--- config.mk ---
export PLATFORM = sky130hd
export DESIGN_NAME = quadrature_generator
export DESIGN_NICKNAME = d
export VERILOG_FILES = /design/src/rtl/quadrature_generator.sv
export SDC_FILE = /design/constraint.sdc
export NUM_CORES = 1
export LEC_CHECK = 0
export ABC_CLOCK_PERIOD_IN_PS = 4890
export CORE_ASPECT_RATIO = 0.6
export CORE_MARGIN = 1
export CORE_UTILIZATION = 45
export DETAILED_ROUTE_END_ITERATION = 6
export PLACE_DENSITY_LB_ADDON = 0.2
export RECOVER_POWER = 100
export SLEW_MARGIN = 20
export SYNTH_ARGS = -nofsm -noshare
export SYNTH_HDL_FRONTEND = slang
export SYNTH_SLANG_ARGS = --single-unit
--- constraint.sdc ---
create_clock -name clk -period 4.89 [get_ports clk]
set_input_delay 1.467 -clock clk [delete_from_list [all_inputs] [get_ports clk]]
set_output_delay 1.467 -clock clk [all_outputs]
set_load 0.005 [all_outputs]
--- src/rtl/quadrature_generator.sv ---
// Quadrature encoder emulator: a phase accumulator driven by a signed rate
// advances an A/B Gray-code state, a signed position count and an index pulse.
module quadrature_generator #(
  parameter int ACC_WIDTH = 16,
  parameter int CPR       = 400
) (
  input  logic               clk,
  input  logic               arst_n,
  input  logic               en,
  input  logic [9:0]         rate,
  output logic               outa,
  output logic               outb,
  output logic               step,
  output logic               dir,
  output logic signed [15:0] position,
  output logic               index
);

  localparam int REV_W = (CPR > 2) ? $clog2(CPR) : 1;
  localparam logic [REV_W-1:0] REV_MAX = REV_W'(CPR - 1);

  typedef enum logic [1:0] {
    Q00 = 2'b00,
    Q10 = 2'b10,
    Q11 = 2'b11,
    Q01 = 2'b01
  } quad_t;

  quad_t                   quad;
  quad_t                   quad_next;
  logic [ACC_WIDTH-1:0]    acc;
  logic [ACC_WIDTH:0]      sum;
  logic [9:0]              mag;
  logic                    carry;
  logic                    forward;
  logic                    advance;
  logic [REV_W-1:0]        rev;
  logic [REV_W-1:0]        rev_next;
  logic                    rev_wrap;
  logic signed [15:0]      position_next;

  // Magnitude of -512 is 512, which still fits in ten unsigned bits.
  assign mag     = rate[9] ? (~rate + 10'd1) : rate;
  assign forward = ~rate[9];
  assign sum     = {1'b0, acc} + {{(ACC_WIDTH + 1 - 10){1'b0}}, mag};
  assign carry   = sum[ACC_WIDTH];
  assign advance = en & carry;

  assign outa = quad[1];
  assign outb = quad[0];

  always_ff @(posedge clk or negedge arst_n) begin
    if (!arst_n) begin
      quad <= Q00;
    end else begin
      quad <= quad_next;
    end
  end

  // The direction is taken on the step edge itself, so a reversal simply
  // walks one state back from wherever the sequence currently sits.
  always_comb begin
    quad_next = quad;
    if (advance) begin
      unique case (quad)
        Q00: quad_next = forward ? Q10 : Q01;
        Q10: quad_next = forward ? Q11 : Q00;
        Q11: quad_next = forward ? Q01 : Q10;
        Q01: quad_next = forward ? Q00 : Q11;
        default: quad_next = Q00;
      endcase
    end
  end

  always_comb begin
    rev_next = rev;
    rev_wrap = 1'b0;
    if (forward) begin
      rev_wrap = (rev == REV_MAX);
      rev_next = rev_wrap ? '0 : rev + REV_W'(1);
    end else begin
      rev_wrap = (rev == '0);
      rev_next = rev_wrap ? REV_MAX : rev - REV_W'(1);
    end
    position_next = forward ? position + 16'sd1 : position - 16'sd1;
  end

  always_ff @(posedge clk or negedge arst_n) begin
    if (!arst_n) begin
      acc      <= '0;
      rev      <= '0;
      position <= '0;
      step     <= 1'b0;
      index    <= 1'b0;
      dir      <= 1'b1;
    end else if (!en) begin
      acc   <= '0;
      step  <= 1'b0;
      index <= 1'b0;
    end else begin
      acc   <= sum[ACC_WIDTH-1:0];
      step  <= carry;
      index <= carry & rev_wrap;
      if (carry) begin
        position <= position_next;
        rev      <= rev_next;
        dir      <= forward;
      end
    end
  end

endmodule

======== Word level (Yosys, flattened, before mapping) ========
Cells that the tools add are included.
word-level totals
  output and inout bits ................... 21
  word-level logic and storage cells ...... 38
  bits in registers ....................... 46
cells by class
  equality and inequality tests ........... 4
  reductions and logical operators ........ 3
  muxes and demuxes ....................... 14
  bitwise gates (word level) .............. 4
  add/subtract/negate cells ............... 6
operator list
  operator                 number
  $mux W16                 2
  $mux W9                  3
  $add A16 B10 Y17         1
  $add A16 B2 Y16 const B  1
  $sub A16 B2 Y16 const B  1
  $add A10 B1 Y10 const B  1
  $mux W10                 1
  $not A10 Y10             1
  $add A9 B1 Y9 const B    1
  $eq A9 B9 Y1 const B     1
  $logic_not A9 Y1         1
  $sub A9 B1 Y9 const B    1
  $mux W2                  4
  $pmux W2 S4              1
  $eq A2 B2 Y1 const B     2
  $mux W1                  3
  $and A1 B1 Y1            2
  $eq A2 B1 Y1 const B     1
  $logic_not A2 Y1         1
  $reduce_and A2 Y1        1
  $not A1 Y1               1

======== Logic depth before layout (Yosys ltp) ========
Gate-level depths: netlist of the first run.
  depth in word-level cells ............... 6
  gate-level depth with buffers ........... 16
  gate-level depth less buffers ........... 14

======== Worst setup path before layout of the first run ========
Ideal clock, no wire load.
  kind .................................... input to register
  from .................................... input rate[9]
  to ...................................... register rev[0]
  setup time .............................. 0.133 ns
  arrival time ............................ 3.964 ns
  stages on the path ...................... 14
  setup slack ............................. 0.792 ns
  data required time ...................... 4.757 ns
  cell sequence ........................... buf_1 -> clkbuf_1 -> o31ai_1 -> xnor2_1 -> ha_1 -> a21oi_2 -> a211oi_2 -> o32ai_2 -> or2_1 -> buf_6 -> inv_2 -> buf_6 -> o211ai_1 -> o211ai_2
on the way
  longest elaborated chain between the ends .. 5
RTL lines
  what                                RTL line  text
  start, declared                     10        input logic [9:0] rate,
  $not A10 Y10                        43        assign mag = rate[9] ? (~rate + 10'd1) : rate;
  $add A10 B1 Y10                     43
  $mux W10                            43
  $add A16 B10 Y17                    45        assign sum = {1'b0, acc} + {{(ACC_WIDTH + 1 - 10){1'b0}}, mag};
  $reduce_and A2 Y1 (no source line)  --
  end signal, assigned                106       rev <= rev_next;
  end, declared                       37        logic [REV_W-1:0] rev;
Several ways; a longest one is shown, not always the timed one.
A chain may end at the register's enable or synchronous reset.

======== Worst setup path after layout of the first run ========
  from .................................... input rate[3]
  to ...................................... register rev[0]
on the way
  longest elaborated chain between the ends .. 5
RTL lines
  what                                    RTL line
  $not A10 Y10                            43
  $add A10 B1 Y10                         43
  $mux W10 (*)                            43
  $add A16 B10 Y17 (*)                    45
  $reduce_and A2 Y1 (no source line) (*)  --
Every way passes the cells marked *; elsewhere a longest branch is shown, timed or not.

==> summary.md, run 1 <==
| Metric | Value |
|---|---|
| WHS Path Cells | `1` |
| Worst R2R End | `position[14]` |
| CTS buffer count | `5` |
| Post-synth EDFFs | `0` |
| Placer Congestion | `0.896` |
| Die H | `69.5 um` |
| Gr usage total | `21.8%` |
| Final wirelength | `7940 um` |
| Min Tclk post-route | `4.47 ns` |
| Status | `finished, violations left` |
| Vias per cell | `5.58` |
| Fin. max-slew vios | `47` |
| CTS root buf | `clkbuf_16` |
| Grt ovf | `0` |
| H-tree levels | `2` |
| Core Rows | `24` |
| Antenna cells | `0` |
| Max-slew headroom | `-73.7%` |
| Clk_lat worst skew | `0.29 ns` |
| Worst path slowest cell | `dlygate4sd3_1` |
| Asr flop ratio synth | `100%` |
| Vias in the first global route | `2642` |
| Post-Syn Instances | `383` |
| Sink Count | `46` |
| Pwr Density | `280 nW/um^2` |
| Max Fanout on Critical Path | `43` |
| Fill cell count | `683` |
| Routed vias | `2894` |
| Antenna violations before repair | `0` |
| Clock Skew | `0.00436 ns` |
| Crit start category | `input pin` |
| Layout overhead on the synthesized area | `15.8%` |
| Dpl cell area | `3850 um^2` |
| Req. time, crit path | `5.09 ns` |
| Register area | `1150 um^2` |
| Maximum VDD drop | `0.000130 V` |
| Worst Setup Path Type | `in2reg` |
| Netlist Area Pre-Place | `3420 um^2` |
| CP startpoint | `rate[3]` |
| Remaining DRCs | `0` |
| Max-cap viol count | `1` |
| RSZ-0062 raised after global routing | `no` |
| Worst EP arrival | `4.67 ns` |
| Hold Fails Final Rpt | `0` |
| Post-synthesis sequential area ratio | `33.7%` |
| Core Util, Final | `54.3%` |
| Post-synth top area cell | `dfrtp_1` |
| Period utilization | `91.3%` |
| CTS tree | `yes` |
| Hpwl dp | `5790 um` |
| Library cells used by synthesis | `61` |
| Largest net degree at the start of global routing | `47` |
| Family with the most delay on the worst path | `simple AND/OR/NAND/NOR gates` |
| First-pass GRT wire length | `13400 um` |
| CP most frequent cell | `nand2_1` |
| Post-Place Cells | `512` |
| Leak | `1.86 nW` |
| Area share of the largest cell type after synthesis | `32.9%` |
| Port Buffers | `33` |
| Ports | `34` |
| Layout cells sized above 1 | `6.02%` |
| Min-Delay Startpoint | `position[15]` |
| Worst slew pin tran | `2.61 ns` |
| Setup TNS | `0 ns` |
| Total power | `1.11 mW` |
| Worst-case reg-to-reg path depth | `8` |
| Reg2Reg Setup Slack | `2.45 ns` |
| Layout net count | `460` |
| FF+latch count, synth | `46` |
| Core Region | `7300 um^2` |
| Die footprint | `7970 um^2` |
| Post-Syn Nets | `428` |
| Hold worst-path end | `position[15]` |
| Clk buf depth | `2` |
| # resized after CTS | `0` |
| Violated checks | `max-capacitance violations, max-slew violations` |
| Post-CTS Setup Inserts | `0` |
| Post-route cell area | `3960 um^2` |
| CTS clk-pin slew, worst paths | `0.06 ns` |
| Ys Warns | `0` |
| Avg Inst Size Synth | `8.93 um^2` |
| # setup viols final | `0` |
| CTS Hold Buffers Added | `0` |
| RR Startpoint | `position[0]` |
| DIE WIDTH | `115 um` |
| Synth area leaders | `dfrtp_1, ha_1, o21ai_0` |
| Most frequent cells after synthesis | `dfrtp_1, nand2_1, o21ai_0` |
| Worst Hold Class | `reg2reg` |
| Fmax achieved | `224 MHz` |
| Critical path buffers and inverters | `2` |
| Wire length per cell | `15.3 um` |
| Post-DRT Antenna Nets | `0` |
| Crit path cell chain | `dlygate4sd3_1 -> nor3_1 -> nand2b_1 -> nor2_1 -> nand2_1 -> nand2_1 -> xnor2_1 -> ha_1 -> nand2_2 -> o21ai_0 -> o32ai_1 -> or2_1 -> buf_12 -> or3_1 -> o211ai_1` |
| CP max stage delay | `0.58 ns` |
| DR pass1 iterations | `4` |
| Multi-input gate area | `2110 um^2` |
| Drt first-iter violations | `177` |
| Cell with the most instances after synthesis | `dfrtp_1` |
| Most used DFF post-synth | `dfrtp_1` |
| Post-route non-filler standard cell count | `519` |
| Starting density of the core | `46.9%` |
| CP Capture Type | `register` |
## logic make-up after synthesis
logic type / Yosys count / synth area share, %
xor+xnor: 35 / 8.96
flops: 46 / 33.7
fa+ha+maj: 32 / 12.1
mux: 3 / 0.878
simple gates: 127 / 19.5
buf+inv: 29 / 3.95
compound gates: 111 / 20.8
## per-stage QoR
stage               hold WS (ns)  setup slack, ns
global placement           0.471            0.369
CTS                        0.490            0.557
floorplan                  0.465            0.792
detailed placement         0.482            0.271
global route               0.525            0.176
finish                     0.484            0.424
## routing by layer
layer	wire length, um	global-route usage, %	vias to the layer above
met5	0	0	-
met4	65	4.76	0
met3	401	4.28	8
met2	3060	28.1	72
met1	4410	36.3	1369
li1	-	-	1445
## power breakdown
group	total, mW	internal, mW	switching [mW]
Combinational	0.351	0.150	0.201
Clock	0.327	0.187	0.140
Sequential	0.430	0.412	0.0182
Total	1.11	0.750	0.359
## state kept, by name, summed over array words and instances (netlist names)
name and cells:
acc 16, position 16, rev 9, quad 2
dir 1, index 1, step 1
## cells in the final DEF (no fill, tap or decap), drive strengths merged, types with 7 or more instances in the layout
master and n:
ha 30, dlygate4sd3 23, clkbuf 9, clkdlybuf4s50 9
xor2 19, a21o 7, inv 15, o21ai 36
a21oi 27, nand3 15, and2 12, nor2 15
xnor2 16, nand2 39, nor3 9, dfrtp 45
## worst max path at each step
stage	end	slack, ns	depth (start not counted)
final	rev[0]	0.42	15
after detailed placement	rev[0]	0.27	15
after global placement	acc[7]	0.37	12
after floorplan	rev[0]	0.79	14
after global routing	rev[3]	0.18	15
after CTS	rev[0]	0.56	15
## final cells by class
cell class              instances  area share [%]
well taps                     104            3.29
clock buffers                   7            3.35
multi-input cells             308            53.4
inverters                      15            1.42
repair buffers                 39            9.48
flip-flops and latches         46            29.1
Power figures use the tool's default switching activity.
==> run 2: changes to the inputs <==
--- a/config.mk
+++ b/config.mk
@@ -6,9 +6,10 @@
 export NUM_CORES = 1
 export LEC_CHECK = 0
 export ABC_CLOCK_PERIOD_IN_PS = 4890
+export CAP_MARGIN = 20
 export CORE_ASPECT_RATIO = 0.6
-export CORE_MARGIN = 1
-export CORE_UTILIZATION = 45
+export CORE_MARGIN = 4
+export CORE_UTILIZATION = 59
 export DETAILED_ROUTE_END_ITERATION = 6
 export PLACE_DENSITY_LB_ADDON = 0.2
 export RECOVER_POWER = 100
==> run 2 against run 1 <==
The run still ends with max-capacitance violations, max-slew violations left. Global-route usage is 1.3 points higher. Combinational power hardly changed. Sequential share of layout area increased by 0.46 points. Cell area shrank 1.5%. Power decreased by 8.1%. Worst hold slack better by 0.0012 ns. Register-to-register slack barely moved. Wire length shrank 2.4%. Critical path depth fell by 2.
==> summary.md, run 2 (synthesized netlist as in run 1, its figures left out) <==
| Metric | Value |
|---|---|
| WHS Path Cells | `2 (+1)` |
| Fill cell count | `450 (-34%)` |
| CTS tree | `yes` |
| Clock Skew | `0.00718 ns (+0.00282 ns)` |
| Post-DRT Antenna Nets | `0 (unchanged)` |
| Sink Count | `46 (unchanged)` |
| Leak | `1.84 nW (-0.77%)` |
| Setup TNS | `0 ns (unchanged)` |
| Maximum VDD drop | `0.000168 V (+29%)` |
| Power Internal | `0.677 mW (-9.7%)` |
| Worst EP arrival | `4.61 ns (-0.06 ns)` |
| Worst R2R End | `position[15]` |
| Core Rows | `21 (-13%)` |
| Worst Setup Path Type | `in2reg` |
| Register area | `1150 um^2 (unchanged)` |
| RR Startpoint | `acc[0]` |
| RSZ-0062 raised after global routing | `no` |
| # resized after CTS | `0 (unchanged)` |
| Worst path slowest cell | `dlygate4sd3_1` |
| Die H | `67.0 um (-3.7%)` |
| CTS root buf | `clkbuf_8` |
| # setup viols final | `0 (unchanged)` |
| Layout overhead on the synthesized area | `14.0%` |
| Switch Pwr | `0.342 mW (-4.6%)` |
| First-pass GRT wire length | `13200 um (-1.9%)` |
| Wire length per cell | `15.6 um (+1.9%)` |
| Req. time, crit path | `5.07 ns (-0.02 ns)` |
| Gr usage total | `23.2% (+1.3 points)` |
| Crit path cell chain | `dlygate4sd3_1 -> inv_1 -> ha_1 -> inv_1 -> o41ai_1 -> xnor2_1 -> ha_1 -> or3_1 -> o32ai_2 -> or2_0 -> buf_4 -> nor3b_2 -> xor2_1` |
| Largest net degree at the start of global routing | `47 (unchanged)` |
| Remaining DRCs | `0 (unchanged)` |
| Layout cells sized above 1 | `7.19% (+1.2 points)` |
| Clock Power Share | `23.8% (-5.7 points)` |
| Placer Congestion | `0.929 (+3.7%)` |
| Routed vias | `2903 (+0.31%)` |
| Port Buffers | `33 (unchanged)` |
| DIE WIDTH | `106 um (-7.2%)` |
| Vias in the first global route | `2665 (+0.87%)` |
| Worst-case reg-to-reg path depth | `9 (+1)` |
| Max-slew headroom | `-67.9% (+5.8 points)` |
| CTS clk-pin slew, worst paths | `0.08 ns (+0.02 ns)` |
| Setup slack after layout | `0.463 ns (+0.0388 ns)` |
| Vias per cell | `5.84 (+4.8%)` |
| Post-route non-filler standard cell count | `497 (-4.2%)` |
| Critical path buffers and inverters | `4 (+2)` |
| Clk buf depth | `2 (unchanged)` |
| H-tree levels | `2 (unchanged)` |
| Min Tclk post-route | `4.43 ns (-0.0388 ns)` |
| DR pass1 iterations | `5 (+1)` |
| Worst slew pin tran | `2.52 ns (-0.0868 ns)` |
| Hpwl dp | `5770 um (-0.35%)` |
| Min Hold Slack | `0.485 ns (+0.00117 ns)` |
| Pwr Density | `261 nW/um^2 (-6.6%)` |
| Antenna violations before repair | `0 (unchanged)` |
| Worst Hold Class | `reg2reg` |
| Violated checks | `max-capacitance violations, max-slew violations` |
| Critical path depth | `13 (-2)` |
| Period utilization | `90.5% (-0.79 points)` |
| Max-cap viol count | `1 (unchanged)` |
| Min-Delay Startpoint | `dir` |
| CTS Hold Buffers Added | `0 (unchanged)` |
| Layout net count | `461 (+0.22%)` |
| Net Sw Frac | `33.6% (+1.2 points)` |
| Top Registers | `acc (16), position (16), rev (9)` |
| Crit start category | `input pin` |
| Pre-CTS WS | `0.263 ns (-0.00817 ns)` |
| Grt ovf | `0 (unchanged)` |
| Total power | `1.02 mW (-8.1%)` |
| Gate power share | `34.2% (+2.5 points)` |
| Clk_lat worst skew | `0.30 ns (about the same)` |
| Starting density of the core | `61.1% (+14 points)` |
| Final wirelength | `7750 um (-2.4%)` |
| Fin. max-slew vios | `47 (unchanged)` |
| Fmax achieved | `226 MHz (+0.88%)` |
| Hold Fails Final Rpt | `0 (unchanged)` |
| Hold worst-path end | `dir` |
| Die footprint | `7120 um^2 (-11%)` |
| CP max stage delay | `0.60 ns (+0.02 ns)` |
| Multi-input gate area | `2130 um^2 (+0.59%)` |
| Core Region | `5600 um^2 (-23%)` |
| Drt first-iter violations | `211 (+19%)` |
| Antenna cells | `0 (unchanged)` |
| Reg2Reg Setup Slack | `2.45 ns (about the same)` |
| Post-Place Cells | `489 (-4.5%)` |
| Ports | `34 (unchanged)` |
| Max Fanout on Critical Path | `29 (-33%)` |
| Most frequent cells in the layout | `dfrtp_1, nand2_1, o21ai_0` |
| Commonest non-fill, non-tap cell in the layout | `dfrtp_1` |
| Reg power frac | `42.0% (+3.2 points)` |
| CTS buffer count | `5 (unchanged)` |
| Status | `finished, violations left` |
| Post-CTS Setup Inserts | `0 (unchanged)` |
| CP Capture Type | `register` |
| Family with the most delay on the worst path | `buffers and inverters` |
-- run 2: power groups by stage --
stage,registers (mW),logic (mW),clock network [mW]
6_report,0.428,0.349,0.243
5_1_grt,0.431,0.393,0.268
4_1_cts,0.428,0.349,0.250
3_5_place_dp,0.436,0.344,0
3_3_place_gp,0.435,0.337,0
2_1_floorplan,0.431,0.262,0
-- run 2: worst max path at each step --
stage | from | to | slack, ns
final | rate[0] | position[15] | 0.46
after global routing | rate[0] | position[15] | 0.16
after CTS | rate[3] | position[15] | 0.59
after detailed placement | rate[3] | position[15] | 0.26
after global placement | rate[3] | rev[0] | 0.23
after floorplan | rate[9] | rev[0] | 0.79
-- run 2: metrics by stage --
step	cell area [um^2]	util (%)
finish	3900	69.7
global route	3900	69.7
CTS	3910	69.9
detailed placement	3820	68.3
global placement	3820	68.3
floorplan	3420	-
-- run 2: worst min-delay path, cell delays in order (launching register included) --
cell     delay (ns)
dfstp_2        0.38
nand2_1        0.04
o21ai_0        0.06
-- run 2: cell type report --
type	count	area share, %
clock buffer	7	2.21
clock inverter	1	0.128
inverter	15	1.44
multi-input combinational	308	54.5
sequential	46	29.6
tap	80	2.57
timing repair buffer	40	9.56
-- run 2: layer usage --
| metal | up-vias | global-route usage (%) | part of all wire, % |
|---|---|---|---|
| met2 | 65 | 34.0 | 42 |
| met1 | 1381 | 35.3 | 53 |
| met5 | - | 0 | 0 |
| met3 | 7 | 3.87 | 4.0 |
| met4 | 0 | 5.01 | 0.79 |
| li1 | 1450 | - | - |
==> run 3: changes to the inputs <==
--- a/config.mk
+++ b/config.mk
@@ -17,3 +17,4 @@
 export SYNTH_ARGS = -nofsm -noshare
 export SYNTH_HDL_FRONTEND = slang
 export SYNTH_SLANG_ARGS = --single-unit
+export TNS_END_PERCENT = 10
==> results of run 3 <==
No change in the layout: final DEF, timing and power equal those of run 2.
